<file path="config.mk">
export PLATFORM = sky130hd
export DESIGN_NAME = cnn_conv1_mac_ctrl
export DESIGN_NICKNAME = d
export VERILOG_FILES = /design/src/rtl/cnn_conv1_mac_ctrl.sv
export SDC_FILE = /design/constraint.sdc
export NUM_CORES = 1
export LEC_CHECK = 0
export ABC_CLOCK_PERIOD_IN_PS = 3300
export CAP_MARGIN = 20
export CORE_MARGIN = 4
export CORE_UTILIZATION = 52
export DETAILED_ROUTE_END_ITERATION = 7
export PLACE_DENSITY_LB_ADDON = 0.12
export SYNTH_ARGS = -nofsm -noshare
export SYNTH_HDL_FRONTEND = slang
export SYNTH_SLANG_ARGS = --single-unit
</file>
<file path="constraint.sdc">
create_clock -name ap_clk -period 3.3 [get_ports ap_clk]
set_input_delay 0.66 -clock ap_clk [delete_from_list [all_inputs] [get_ports ap_clk]]
set_output_delay 0.66 -clock ap_clk [all_outputs]
set_load 0.02 [all_outputs]
</file>
<file path="src/rtl/cnn_conv1_mac_ctrl.sv">
// conv1 MAC sequencer: streams KLEN pixel/weight pairs through the shared external
// multiplier, accumulates onto a bias and requantises to a saturated 14-bit result.
module cnn_conv1_mac_ctrl #(
  parameter int unsigned KLEN   = 9,
  parameter int unsigned IMG_AW = 10,
  parameter int unsigned W_AW   = 4,
  parameter int unsigned ACC_W  = 28,
  parameter int unsigned SHIFT  = 8
) (
  input  logic              ap_clk,
  input  logic              ap_rst,
  input  logic              ap_start,
  output logic              ap_done,
  output logic              ap_idle,
  output logic              ap_ready,
  input  logic [IMG_AW-1:0] img_base,
  input  logic [ACC_W-1:0]  bias,
  output logic [IMG_AW-1:0] img_address0,
  output logic              img_ce0,
  input  logic [13:0]       img_q0,
  output logic [W_AW-1:0]   w_address0,
  output logic              w_ce0,
  input  logic [8:0]        w_q0,
  output logic [13:0]       mul_din0,
  output logic [8:0]        mul_din1,
  input  logic [23:0]       mul_dout,
  output logic [13:0]       ap_return
);

  // Shared fetch/drain counter; KLEN is at most 15.
  localparam int unsigned KW = 4;

  localparam logic signed [ACC_W-1:0] RetMax = ACC_W'(8191);
  localparam logic signed [ACC_W-1:0] RetMin = ACC_W'(-8192);

  typedef enum logic [1:0] {StIdle, StFetch, StDrain, StDone} state_e;

  state_e                   state_q, state_d;
  logic [KW-1:0]            cnt_q, cnt_d;
  logic [IMG_AW-1:0]        base_q, base_d;
  logic signed [ACC_W-1:0]  acc_q, acc_d;
  logic                     f_vld_q, f_vld_d;
  logic                     l_vld_q, l_vld_d;
  logic                     m_vld_q, m_vld_d;
  logic [13:0]              din0_q, din0_d;
  logic [8:0]               din1_q, din1_d;
  logic [23:0]              prod_q, prod_d;
  logic [13:0]              ret_q, ret_d;
  logic signed [ACC_W-1:0]  prod_ext;

  function automatic logic [13:0] requant(input logic signed [ACC_W-1:0] a);
    logic signed [ACC_W-1:0] s;
    s = a >>> SHIFT;
    if (s > RetMax) begin
      return 14'h1fff;
    end else if (s < RetMin) begin
      return 14'h2000;
    end
    return s[13:0];
  endfunction

  assign prod_ext = ACC_W'($signed(prod_q));

  // Operand/product pipeline: no stalls, each stage just follows its valid bit.
  always_comb begin
    l_vld_d = f_vld_q;
    m_vld_d = l_vld_q;
    din0_d  = f_vld_q ? img_q0 : din0_q;
    din1_d  = f_vld_q ? w_q0 : din1_q;
    prod_d  = l_vld_q ? mul_dout : prod_q;
  end

  always_comb begin
    state_d      = state_q;
    cnt_d        = cnt_q;
    base_d       = base_q;
    acc_d        = acc_q;
    ret_d        = ret_q;
    f_vld_d      = 1'b0;
    ap_idle      = 1'b0;
    ap_done      = 1'b0;
    ap_ready     = 1'b0;
    img_ce0      = 1'b0;
    w_ce0        = 1'b0;
    img_address0 = '0;
    w_address0   = '0;

    if (m_vld_q) begin
      acc_d = acc_q + prod_ext;
    end

    unique case (state_q)
      StIdle: begin
        ap_idle = 1'b1;
        if (ap_start) begin
          base_d  = img_base;
          acc_d   = $signed(bias);
          cnt_d   = '0;
          state_d = StFetch;
        end
      end
      StFetch: begin
        img_ce0      = 1'b1;
        w_ce0        = 1'b1;
        img_address0 = base_q + IMG_AW'(cnt_q);
        w_address0   = W_AW'(cnt_q);
        f_vld_d      = 1'b1;
        if (cnt_q == KW'(KLEN - 1)) begin
          ap_ready = 1'b1;
          cnt_d    = '0;
          state_d  = StDrain;
        end else begin
          cnt_d = cnt_q + KW'(1);
        end
      end
      StDrain: begin
        if (cnt_q == KW'(2)) begin
          // Final product lands on this edge, so requantise the post-add value.
          ret_d   = requant(acc_d);
          cnt_d   = '0;
          state_d = StDone;
        end else begin
          cnt_d = cnt_q + KW'(1);
        end
      end
      StDone: begin
        ap_done = 1'b1;
        state_d = StIdle;
      end
      default: state_d = StIdle;
    endcase
  end

  always_ff @(posedge ap_clk) begin
    if (ap_rst) begin
      state_q <= StIdle;
      cnt_q   <= '0;
      base_q  <= '0;
      acc_q   <= '0;
      ret_q   <= '0;
      f_vld_q <= 1'b0;
      l_vld_q <= 1'b0;
      m_vld_q <= 1'b0;
      din0_q  <= '0;
      din1_q  <= '0;
      prod_q  <= '0;
    end else begin
      state_q <= state_d;
      cnt_q   <= cnt_d;
      base_q  <= base_d;
      acc_q   <= acc_d;
      ret_q   <= ret_d;
      f_vld_q <= f_vld_d;
      l_vld_q <= l_vld_d;
      m_vld_q <= m_vld_d;
      din0_q  <= din0_d;
      din1_q  <= din1_d;
      prod_q  <= prod_d;
    end
  end

  assign mul_din0  = din0_q;
  assign mul_din1  = din1_q;
  assign ap_return = ret_q;

endmodule

</file>
==> summary.txt, run 1 <==
Placement
  – HPWL after DPL: 13500 um
  – Cell total after placement: 1052
  – Port buffer count: 143
  – Final GP Congestion: 0.900

Yosys
  – Post-synthesis sequential area ratio: 33.0%
  – Count leader, synth: nor2_1
  – Most frequent cells after synthesis: 133 x nor2_1, 108 x dfxtp_1, 68 x nand2_1
  – Largest area contributor in the netlist: dfxtp_1
  – #FFs+latches synth: 108
  – Syn nets: 907
  – Leading post-synthesis cells by cell area: dfxtp_1 33%, mux2i_1 8.7%, nor2_1 7.6%
  – Cells after synthesis: 778
  – Yosys top cell area share: 33.0%
  – Number of synthesized flops with an enable pin: 0
  – Post-Syn Area per Cell: 8.41 um^2
  – Mapped Area: 6540 um^2
  – Share of synthesized registers carrying an async set or reset: 0%
  – Ys Warns: 0
  – Main synth FF type: dfxtp_1
  – Synth cell types: 72

STA
  – Achievable clock frequency: 0.320 GHz
  – Worst Skew: 0.0128 ns
  – RSZ-0062 raised after global routing: false
  – Worst-margin pin slew: 0.776 ns
  – Setup violators final: 0
  – Final Critical Period: 3.13 ns
  – Fin Setup TNS: 0 ns
  – Fin. Hold Viols: 0
  – Final worst-path cycle share: 94.7%
  – Final Max Tran Viols: 0
  – Relative slew slack: 48.3%

Critical path
  – CP arrival: 2.47 ns
  – WS Path Type: flop to primary output
  – CP Data Required Time: 2.64 ns
  – Crit path max-delay family: adder cells
  – Cells along the critical path: ha_1, fa_1, a21o_1, a21oi_1, nor2b_1, nand2_1, xnor2_1, and2_1, dlygate4sd2_1
  – Crit-path max FO: 8
  – Critical Path Start Type: flop
  – WP buf/inv: 1
  – CP max stage cell: fa_1
  – CP max stage delay: 0.41 ns
  – Crit end category: primary output

Layout
  – Ant diodes: 0
  – Share of layout cells above drive strength 1: 8.32%
  – Finished Layout Cells: 1069
  – Area growth, synth to finish: 28.1%
  – Final net count: 1026
  – Fill cells: 1009

Route
  – DRC Markers: 0
  – Final wirelength: 18200 um
  – Iter 0 DRT Violations: 356
  – TritonRoute pass-1 iters: 5
  – Vias: 6040
  – Avg WL per Cell: 17.0 um
  – Post-DRT Antenna Nets: 0
  – Post-detailed-route via-to-cell ratio: 5.65

Run status
  – Outcome: finished clean

Global routing
  – Initial antenna violation count: 0
  – First-pass GRT wire length: 29600 um
  – Vias in the first global route: 6182
  – Total gr overflow: 0
  – Largest net degree at the start of global routing: 72
  – GRT Total Usage: 25.1%

Floorplan
  – Ports: 144
  – Core outline area: 12200 um^2
  – Starting density of the core: 53.8%
  – Die ar.: 14400 um^2
  – Die height: 120 um
  – DIE WIDTH: 120 um
  – Site row count: 40

Clocking
  – Clock sink count: 108
  – CTS tree: built
  – Cts bufs inserted: 9
  – Clock Pin Slew Worst Setup and Hold Paths: 0.07 ns
  – CTS Hold Bufs: 0
  – Max Root-Sink Buffers: 2
  – H-tree depth: 3
  – Clock Latency Late Sink: 0.36 ns
  – CTS root buffer: clkbuf_16

Power
  – VDD IR-drop max: 0.645 mV
  – PD cells: 549 nW/um^2
  – P_leak: 3.23 nW

Flow run
  – Max-cap violations: 0

Worst hold path
  – Worst Hold Class: flop to flop
-- cell type report --
type | instances | area [um^2] | area share, %
Multi-Input combinational cell | 604 | 4100 | 48.9
Sequential cell | 108 | 2160 | 25.8
Timing Repair Buffer | 159 | 1560 | 18.6
Clock buffer | 9 | 225 | 2.69
Tap cell | 168 | 210 | 2.51
Clock inverter | 6 | 71.3 | 0.851
Inverter | 15 | 56.3 | 0.672
-- state kept, by name, summed over array words and instances (netlist names), 2 cells and up --
register	flops
prod_q	24
mul_din0	14
state_q	2
ap_return	14
cnt_q	4
acc_q	28
mul_din1	9
base_q	10
-- cell usage in the layout (no fill, tap or decap), types with 3 or more instances in the layout --
master / Yosys / layout
a211oi_1: 16 / 16
a21o_1: 8 / 8
a21oi_1: 55 / 55
a31oi_1: 5 / 5
and2_1: 15 / 15
and3_1: 10 / 10
buf_4: 1 / 16
clkbuf_16: 0 / 9
clkdlybuf4s50_1: 0 / 136
dfxtp_1: 108 / 106
dlygate4sd2_1: 0 / 5
ha_1: 39 / 39
inv_1: 14 / 14
mux2_2: 8 / 8
mux2i_1: 57 / 57
nand2_1: 68 / 68
nand2b_1: 6 / 6
nand3_1: 14 / 14
nand4_1: 4 / 4
nor2_1: 133 / 133
nor2b_1: 12 / 12
nor3_1: 21 / 21
nor4b_1: 4 / 4
o211ai_1: 4 / 4
o21a_1: 4 / 4
o21ai_0: 22 / 22
o21ai_1: 3 / 3
o31ai_4: 3 / 3
o32ai_1: 5 / 5
o32ai_2: 8 / 8
or3_1: 6 / 6
xnor2_1: 15 / 15
xor2_1: 8 / 8
-- logic make-up after synthesis --
kind of cell	share of synthesized area [%]
compound gates	18.7
xor+xnor	3.08
fa+ha+maj	8.07
buf+inv	4.47
flops	33.0
mux	10.1
simple gates	22.5
-- path summary, 6_finish.rpt --
kind / startpoint / endpoint / slack (ns) / depth (start not counted)
worst max-delay path: cnt_q[0] / img_address0[6] / 0.17 / 9
worst min-delay path: f_vld_q / l_vld_q / 0.46 / 1
worst max register to register: prod_q[23] / ap_return[0] / 0.28 / 11
worst min register to register: f_vld_q / l_vld_q / 0.46 / 1
-- per-stage QoR --
stage	instance area, um^2	total power, mW	setup slack (ns)	hold slack, ns	utilization, %
3_5_place_dp	8060	3.50	0.00497	0.453	66.3
3_3_place_gp	8060	3.45	0.0976	0.448	66.3
5_1_grt	8380	4.88	0.0225	0.490	68.9
6_report	8380	4.60	0.174	0.461	68.9
2_1_floorplan	6540	2.94	0.629	0.440	-
4_1_cts	8370	4.62	0.0411	0.463	68.8
-- power by group --
part           internal, mW  switching [mW]  total, mW
Combinational         0.788            1.06       1.85
Clock                 0.593           0.515       1.11
Sequential             1.50           0.140       1.64
Total                  2.88            1.72       4.60
-- routing by layer --
metal	up-vias	wire [um]	global-route usage (%)
met1	2826	7700	30.1
met3	27	1260	6.55
li1	2985	-	-
met5	-	0	0
met4	0	327	7.30
met2	202	8900	44.2
-- timing repair --
item	CTS	global route
pin swaps	1	0
setup buffers	2	0
endpoints found under the setup margin	16	2
resized for setup	7	2
Note: power is estimated with default switching activity, not from simulation.
==> run 2: changes to the inputs <==
--- a/config.mk
+++ b/config.mk
@@ -5,10 +5,10 @@
 export SDC_FILE = /design/constraint.sdc
 export NUM_CORES = 1
 export LEC_CHECK = 0
-export ABC_CLOCK_PERIOD_IN_PS = 3300
+export ABC_CLOCK_PERIOD_IN_PS = 2700
 export CAP_MARGIN = 20
 export CORE_MARGIN = 4
-export CORE_UTILIZATION = 52
+export CORE_UTILIZATION = 47
 export DETAILED_ROUTE_END_ITERATION = 7
 export PLACE_DENSITY_LB_ADDON = 0.12
 export SYNTH_ARGS = -nofsm -noshare
==> constraint.sdc (replaced) <==
create_clock -name ap_clk -period 2.7 [get_ports ap_clk]
set_input_delay 0.54 -clock ap_clk [delete_from_list [all_inputs] [get_ports ap_clk]]
set_output_delay 0.54 -clock ap_clk [all_outputs]
set_load 0.02 [all_outputs]
==> summary.txt, run 2 (same netlist as run 1, synthesis figures left out) <==
Power
  – PD cells: 660 nW/um^2 (+20%)
  – P_leak: 3.58 nW (+11%)
  – VDD IR-drop max: 0.404 mV (-37%)

STA
  – Slack of the critical path: -0.221 ns (-0.394 ns)
  – Achievable clock frequency: 0.342 GHz
  – Final Max Tran Viols: 0 (unchanged)
  – Relative slew slack: 38.0% (-10 points)
  – Fin. Hold Viols: 0 (unchanged)
  – Setup violators final: 13 (+13)
  – Final worst-path cycle share: 108%
  – RSZ-0062 raised after global routing: true
  – Worst Skew: 0.0104 ns (-0.00232 ns)
  – Worst-margin pin slew: 0.931 ns (+0.155 ns)
  – Final Critical Period: 2.92 ns

Floorplan
  – Site row count: 42 (+5.0%)
  – Ports: 144 (unchanged)
  – DIE WIDTH: 126 um (+4.8%)
  – Die ar.: 15900 um^2 (+9.9%)
  – Core outline area: 13500 um^2 (+11%)
  – Die height: 126 um (+4.8%)
  – Starting density of the core: 48.6% (-5.2 points)

Critical path
  – Crit path max-delay family: compound AO/OA/AOI/OAI gates
  – Critical Path Start Type: flop
  – WS Path Type: flop to flop
  – WP buf/inv: 3 (+2)
  – Crit-path max FO: 6 (-2)
  – CP arrival: 3.13 ns (+0.66 ns)
  – CP max stage delay: 0.36 ns (-0.05 ns)
  – CP Data Required Time: 2.91 ns (+0.27 ns)
  – Reg2reg setup slack: -0.22 ns (-0.50 ns)
  – Cells along the critical path: ha_4, inv_2, fa_2, nand2b_4, a21oi_4, buf_6, o211ai_1, nand3_2, o21ai_2, a211oi_4, nand4bb_4, o31ai_4, clkbuf_16, o32ai_2
  – CP max stage cell: dfxtp_2
  – Crit end category: flop

Route
  – Iter 0 DRT Violations: 400 (+12%)
  – Avg WL per Cell: 16.9 um (-0.80%)
  – Final wirelength: 19300 um (+6.2%)
  – Post-DRT Antenna Nets: 0 (unchanged)
  – DRC Markers: 0 (unchanged)
  – TritonRoute pass-1 iters: 8 (+3)
  – Post-detailed-route via-to-cell ratio: 5.57 (-1.5%)
  – Vias: 6367 (+5.4%)

Placement
  – Port buffer count: 143 (unchanged)
  – Final GP Congestion: 0.959 (+6.6%)
  – Placed Instance Area: 8550 um^2 (+6.1%)
  – HPWL after DPL: 14300 um (+5.4%)
  – Cell total after placement: 1122 (+6.7%)

Layout
  – Final Cell Area: 9230 um^2 (+10%)
  – Max reg flops: 28 (unchanged)
  – Most frequent cells in the layout: 133 x nor2_1, 133 x clkdlybuf4s50_1, 104 x dfxtp_1
  – Top Registers: acc_q x28, prod_q x24
  – Share of layout cells above drive strength 1: 20.0% (+12 points)
  – Largest Register: acc_q
  – Final net count: 1092 (+6.4%)
  – Area growth, synth to finish: 41.1%
  – Finished Layout Cells: 1144 (+7.0%)
  – Ant diodes: 0 (unchanged)

Global routing
  – GRT Total Usage: 23.5% (-1.7 points)
  – Vias in the first global route: 6360 (+2.9%)
  – First-pass GRT wire length: 30800 um (+3.9%)
  – Total gr overflow: 0 (unchanged)
  – Largest net degree at the start of global routing: 87 (+21%)
  – Initial antenna violation count: 0 (unchanged)

Worst hold path
  – Worst Hold Class: flop to flop

Clocking
  – Max Root-Sink Buffers: 2 (unchanged)
  – Clock sink count: 108 (unchanged)
  – CTS root buffer: clkbuf_16
  – Clock Pin Slew Worst Setup and Hold Paths: 0.08 ns (about the same)
  – H-tree depth: 3 (unchanged)
  – Cts bufs inserted: 9 (unchanged)
  – Clock Latency Late Sink: 0.36 ns (about the same)
  – CTS tree: built

Run status
  – Outcome: finished, violations left
  – Failing checks: negative setup slack

Flow run
  – Max-cap violations: 0 (unchanged)
## run 2: worst register-to-register path: stages (launching register included)
cell and delay, ns:
dfxtp_2 0.36, ha_4 0.14, inv_2 0.04, fa_2 0.34, nand2b_4 0.16, a21oi_4 0.20
buf_6 0.12, o211ai_1 0.11, nand3_2 0.14, o21ai_2 0.08, a211oi_4 0.31, nand4bb_4 0.15
o31ai_4 0.32, clkbuf_16 0.23, o32ai_2 0.08
## run 2: metal layers
metal	track usage, %	vias up	wire (um)
met2	39.8	222	9140
met1	28.8	2987	8350
met3	5.76	41	1330
li1	-	3117	-
met4	8.96	0	496
met5	0	-	0
## run 2: final timing paths
path	startpoint	endpoint	depth (start not counted)
worst max register to register	acc_q[0]	ap_return[1]	14
worst min-delay path	base_q[2]	base_q[2]	2
worst min register to register	base_q[2]	base_q[2]	2
worst max-delay path	acc_q[0]	ap_return[1]	14
## run 2: cell type report
class | count | area, um^2
sequential | 108 | 2170
timing repair buffer | 225 | 2080
clock inverter | 6 | 63.8
tap | 176 | 220
fill | 1117 | 4220
inverter | 15 | 56.3
clock buffer | 10 | 239
multi-input combinational | 604 | 4410
## run 2: where the power goes
part / internal [mW] / leakage [nW] / switching, mW
Combinational: 1.28 / 2.55 / 1.44
Sequential: 1.83 / 0.883 / 0.186
Clock: 0.679 / 0.146 / 0.682
Total: 3.79 / 3.58 / 2.31
## run 2: per-stage QoR
stage	utilization, %	setup slack (ns)	total power [mW]	TNS [ns]	hold WS, ns
detailed placement	63.6	-0.286	4.57	-3.69	0.453
floorplan	-	0.0294	3.59	0	0.440
global route	68.6	-0.347	6.46	-4.31	0.490
CTS	66.3	-0.144	5.96	-1.72	0.463
finish	68.6	-0.221	6.10	-2.56	0.465
global placement	63.6	-0.166	4.50	-2.20	0.446
## run 2: repair_timing
action | 4_1_cts | 5_1_grt
endpoints found under the hold margin | 0 | 0
resized for setup | 48 | 50
hold buffers | 0 | 0
cloned | 0 | 1
pin swaps | 8 | 20
setup buffers | 1 | 4
endpoints found under the setup margin | 24 | 24
==> run 3: changes to the inputs <==
--- a/config.mk
+++ b/config.mk
@@ -5,10 +5,10 @@
 export SDC_FILE = /design/constraint.sdc
 export NUM_CORES = 1
 export LEC_CHECK = 0
-export ABC_CLOCK_PERIOD_IN_PS = 2700
+export ABC_CLOCK_PERIOD_IN_PS = 2800
 export CAP_MARGIN = 20
 export CORE_MARGIN = 4
-export CORE_UTILIZATION = 47
+export CORE_UTILIZATION = 52
 export DETAILED_ROUTE_END_ITERATION = 7
 export PLACE_DENSITY_LB_ADDON = 0.12
 export SYNTH_ARGS = -nofsm -noshare
==> constraint.sdc (replaced) <==
create_clock -name ap_clk -period 2.8 [get_ports ap_clk]
set_input_delay 0.56 -clock ap_clk [delete_from_list [all_inputs] [get_ports ap_clk]]
set_output_delay 0.56 -clock ap_clk [all_outputs]
set_load 0.02 [all_outputs]
==> summary.txt, run 3 (same netlist as run 1, synthesis figures left out) <==
Power
  – Sw power: 2.22 mW (-3.7%)
  – Sw Ratio: 38.4% (+0.56 points)
  – VDD IR-drop max: 0.500 mV (+24%)
  – Reg power frac: 34.0% (+0.9 points)
  – Combinational group share of total power: 43.5% (-1.1 points)
  – PD cells: 642 nW/um^2 (-2.8%)
  – Clk pwr share: 22.5% (+0.2 points)
  – Pint: 3.56 mW (-5.9%)
  – P_leak: 3.43 nW (-4.2%)

STA
  – Slack of the critical path: -0.0100 ns (+0.211 ns)
  – Final worst-path cycle share: 100% (-7.8 points)
  – RSZ-0062 raised after global routing: true
  – Final Max Tran Viols: 0 (unchanged)
  – Relative slew slack: 48.7% (+11 points)
  – Final Critical Period: 2.81 ns (-0.111 ns)
  – Achievable clock frequency: 0.356 GHz (+3.9%)
  – Setup violators final: 4 (-9)
  – Fin. Hold Viols: 0 (unchanged)
  – Hold Slack: 0.466 ns (+0.00143 ns)
  – Worst-margin pin slew: 0.769 ns (-0.161 ns)
  – Worst Skew: 0.00955 ns (-0.000888 ns)
  – Fin Setup TNS: -0.0228 ns (+2.53 ns)

Floorplan
  – Die ar.: 14400 um^2 (-9.0%)
  – Core outline area: 12200 um^2 (-9.6%)
  – Site row count: 40 (-4.8%)
  – Starting density of the core: 53.8% (+5.2 points)
  – DIE WIDTH: 120 um (-4.6%)
  – Ports: 144 (unchanged)
  – Die height: 120 um (-4.6%)

Layout
  – Final net count: 1066 (-2.4%)
  – Commonest non-fill, non-tap cell in the layout: clkdlybuf4s50_1
  – Final Cell Area: 9020 um^2 (-2.3%)
  – Most frequent cells in the layout: 134 x clkdlybuf4s50_1, 132 x nor2_1, 102 x dfxtp_1
  – Finished Core Util: 74.2% (+5.5 points)
  – Ant diodes: 0 (unchanged)
  – Max reg flops: 28 (unchanged)
  – Share of layout cells above drive strength 1: 18.3% (-1.8 points)
  – Largest Register: acc_q
  – Top Registers: acc_q x28, prod_q x24
  – Area growth, synth to finish: 37.8%

Route
  – Final wirelength: 19400 um (+0.54%)
  – TritonRoute pass-1 iters: 5 (-3)
  – Iter 0 DRT Violations: 304 (-24%)
  – Avg WL per Cell: 17.5 um (+3.6%)
  – Post-detailed-route via-to-cell ratio: 5.70 (+2.4%)
  – DRC Markers: 0 (unchanged)
  – Post-DRT Antenna Nets: 0 (unchanged)
  – Vias: 6327 (-0.63%)

Critical path
  – Most used cell, CP: o31ai_4
  – Crit-path max FO: 13 (+7)
  – Crit path max-delay family: compound AO/OA/AOI/OAI gates
  – WP buf/inv: 2 (-1)
  – Crit. path cell count: 11 (-3)
  – CP max stage cell: ha_2
  – CP Data Required Time: 3.08 ns (+0.17 ns)
  – Crit end category: flop
  – Critical Path Start Type: flop
  – Cells along the critical path: ha_2, and4_1, nand4_1, a211oi_2, buf_4, o31ai_4, o211a_1, o31ai_4, o31ai_4, buf_12, o32ai_2
  – CP max stage delay: 0.43 ns (+0.07 ns)
  – CP arrival: 3.09 ns (-0.04 ns)
  – Worst R2R Path Depth: 11 (-3)
  – WS Path Type: flop to flop

Run status
  – Outcome: finished, violations left
  – Failing checks: negative setup slack

Clocking
  – CTS root buffer: clkbuf_16
  – H-tree depth: 3 (unchanged)
  – Clock Pin Slew Worst Setup and Hold Paths: 0.08 ns (about the same)
  – CTS Hold Bufs: 0 (unchanged)
  – Clock sink count: 108 (unchanged)
  – Clock Latency Late Sink: 0.37 ns (about the same)
  – Cts bufs inserted: 9 (unchanged)
  – CTS tree: built
  – Max Root-Sink Buffers: 2 (unchanged)

Global routing
  – Largest net degree at the start of global routing: 75 (-14%)
  – Initial antenna violation count: 0 (unchanged)
  – Vias in the first global route: 6470 (+1.7%)
  – GRT Total Usage: 26.6% (+3.1 points)
  – Total gr overflow: 0 (unchanged)
  – First-pass GRT wire length: 31100 um (+1.1%)

Worst hold path
  – Worst Hold Class: flop to flop
  – Hold path cells: 2 (unchanged)

Placement
  – Final GP Congestion: 0.942 (-1.8%)
  – DP Worst Slack: -0.180 ns (+0.106 ns)
  – HPWL after DPL: 14300 um (+0.45%)
  – Placed Instance Area: 8350 um^2 (-2.3%)
  – Port buffer count: 143 (unchanged)

Flow run
  – Max-cap violations: 0 (unchanged)
[run 3: cell count changes in the layout (fill, tap and decap cells not counted), sizes merged]
cell	change
dlygate4sd2	-1
buf	-26
clkinvlp	+1
clkbuf	-1
clkdlybuf4s50	+1
[run 3: routing by layer]
layer	routed length [um]	track usage [%]	part of all wire (%)	up-vias
met1	8260	32.5	43	3020
met3	1370	7.11	7.0	35
met2	9410	45.7	48	217
met4	383	7.87	2.0	0
li1	-	-	-	3055
met5	0	0	0	-
[run 3: path summary, 6_finish.rpt]
path / from / slack, ns / end
max: prod_q[14] / -0.01 / ap_return[3]
min: base_q[2] / 0.47 / base_q[2]
max reg2reg: prod_q[14] / -0.01 / ap_return[3]
min reg2reg: base_q[2] / 0.47 / base_q[2]
[run 3: worst min-delay path: stages, from the launching register on]
cell and delay [ns]:
dfxtp_1 0.32, nand2_1 0.05, a21oi_1 0.05
[run 3: stage by stage]
stage	power, mW	instances
after floorplan	3.46	778
after global placement	4.22	1089
after detailed placement	4.28	1089
after CTS	5.69	1109
after global routing	6.11	1110
final	5.79	1110
[run 3: timing repair]
item	in CTS	in global routing
buffers inserted	4	1
endpoints found under the setup margin	22	21
resized for setup	55	40
pin swaps	10	16
[run 3: power by group through the flow]
stage	logic (mW)	registers (mW)	clock network (mW)
after global placement	2.28	1.94	0
after global routing	2.74	1.99	1.38
final	2.52	1.97	1.30
after detailed placement	2.33	1.96	0
after CTS	2.42	1.95	1.32
after floorplan	1.50	1.97	0
[run 3: final cells by class]
cell class,instances,area (um^2)
Sequential cell,108,2170
Clock inverter,7,78.8
Multi-Input combinational cell,604,4420
Fill cell,932,3140
Tap cell,168,210
Clock buffer,9,225
Inverter,15,56.3
Timing Repair Buffer,199,1860
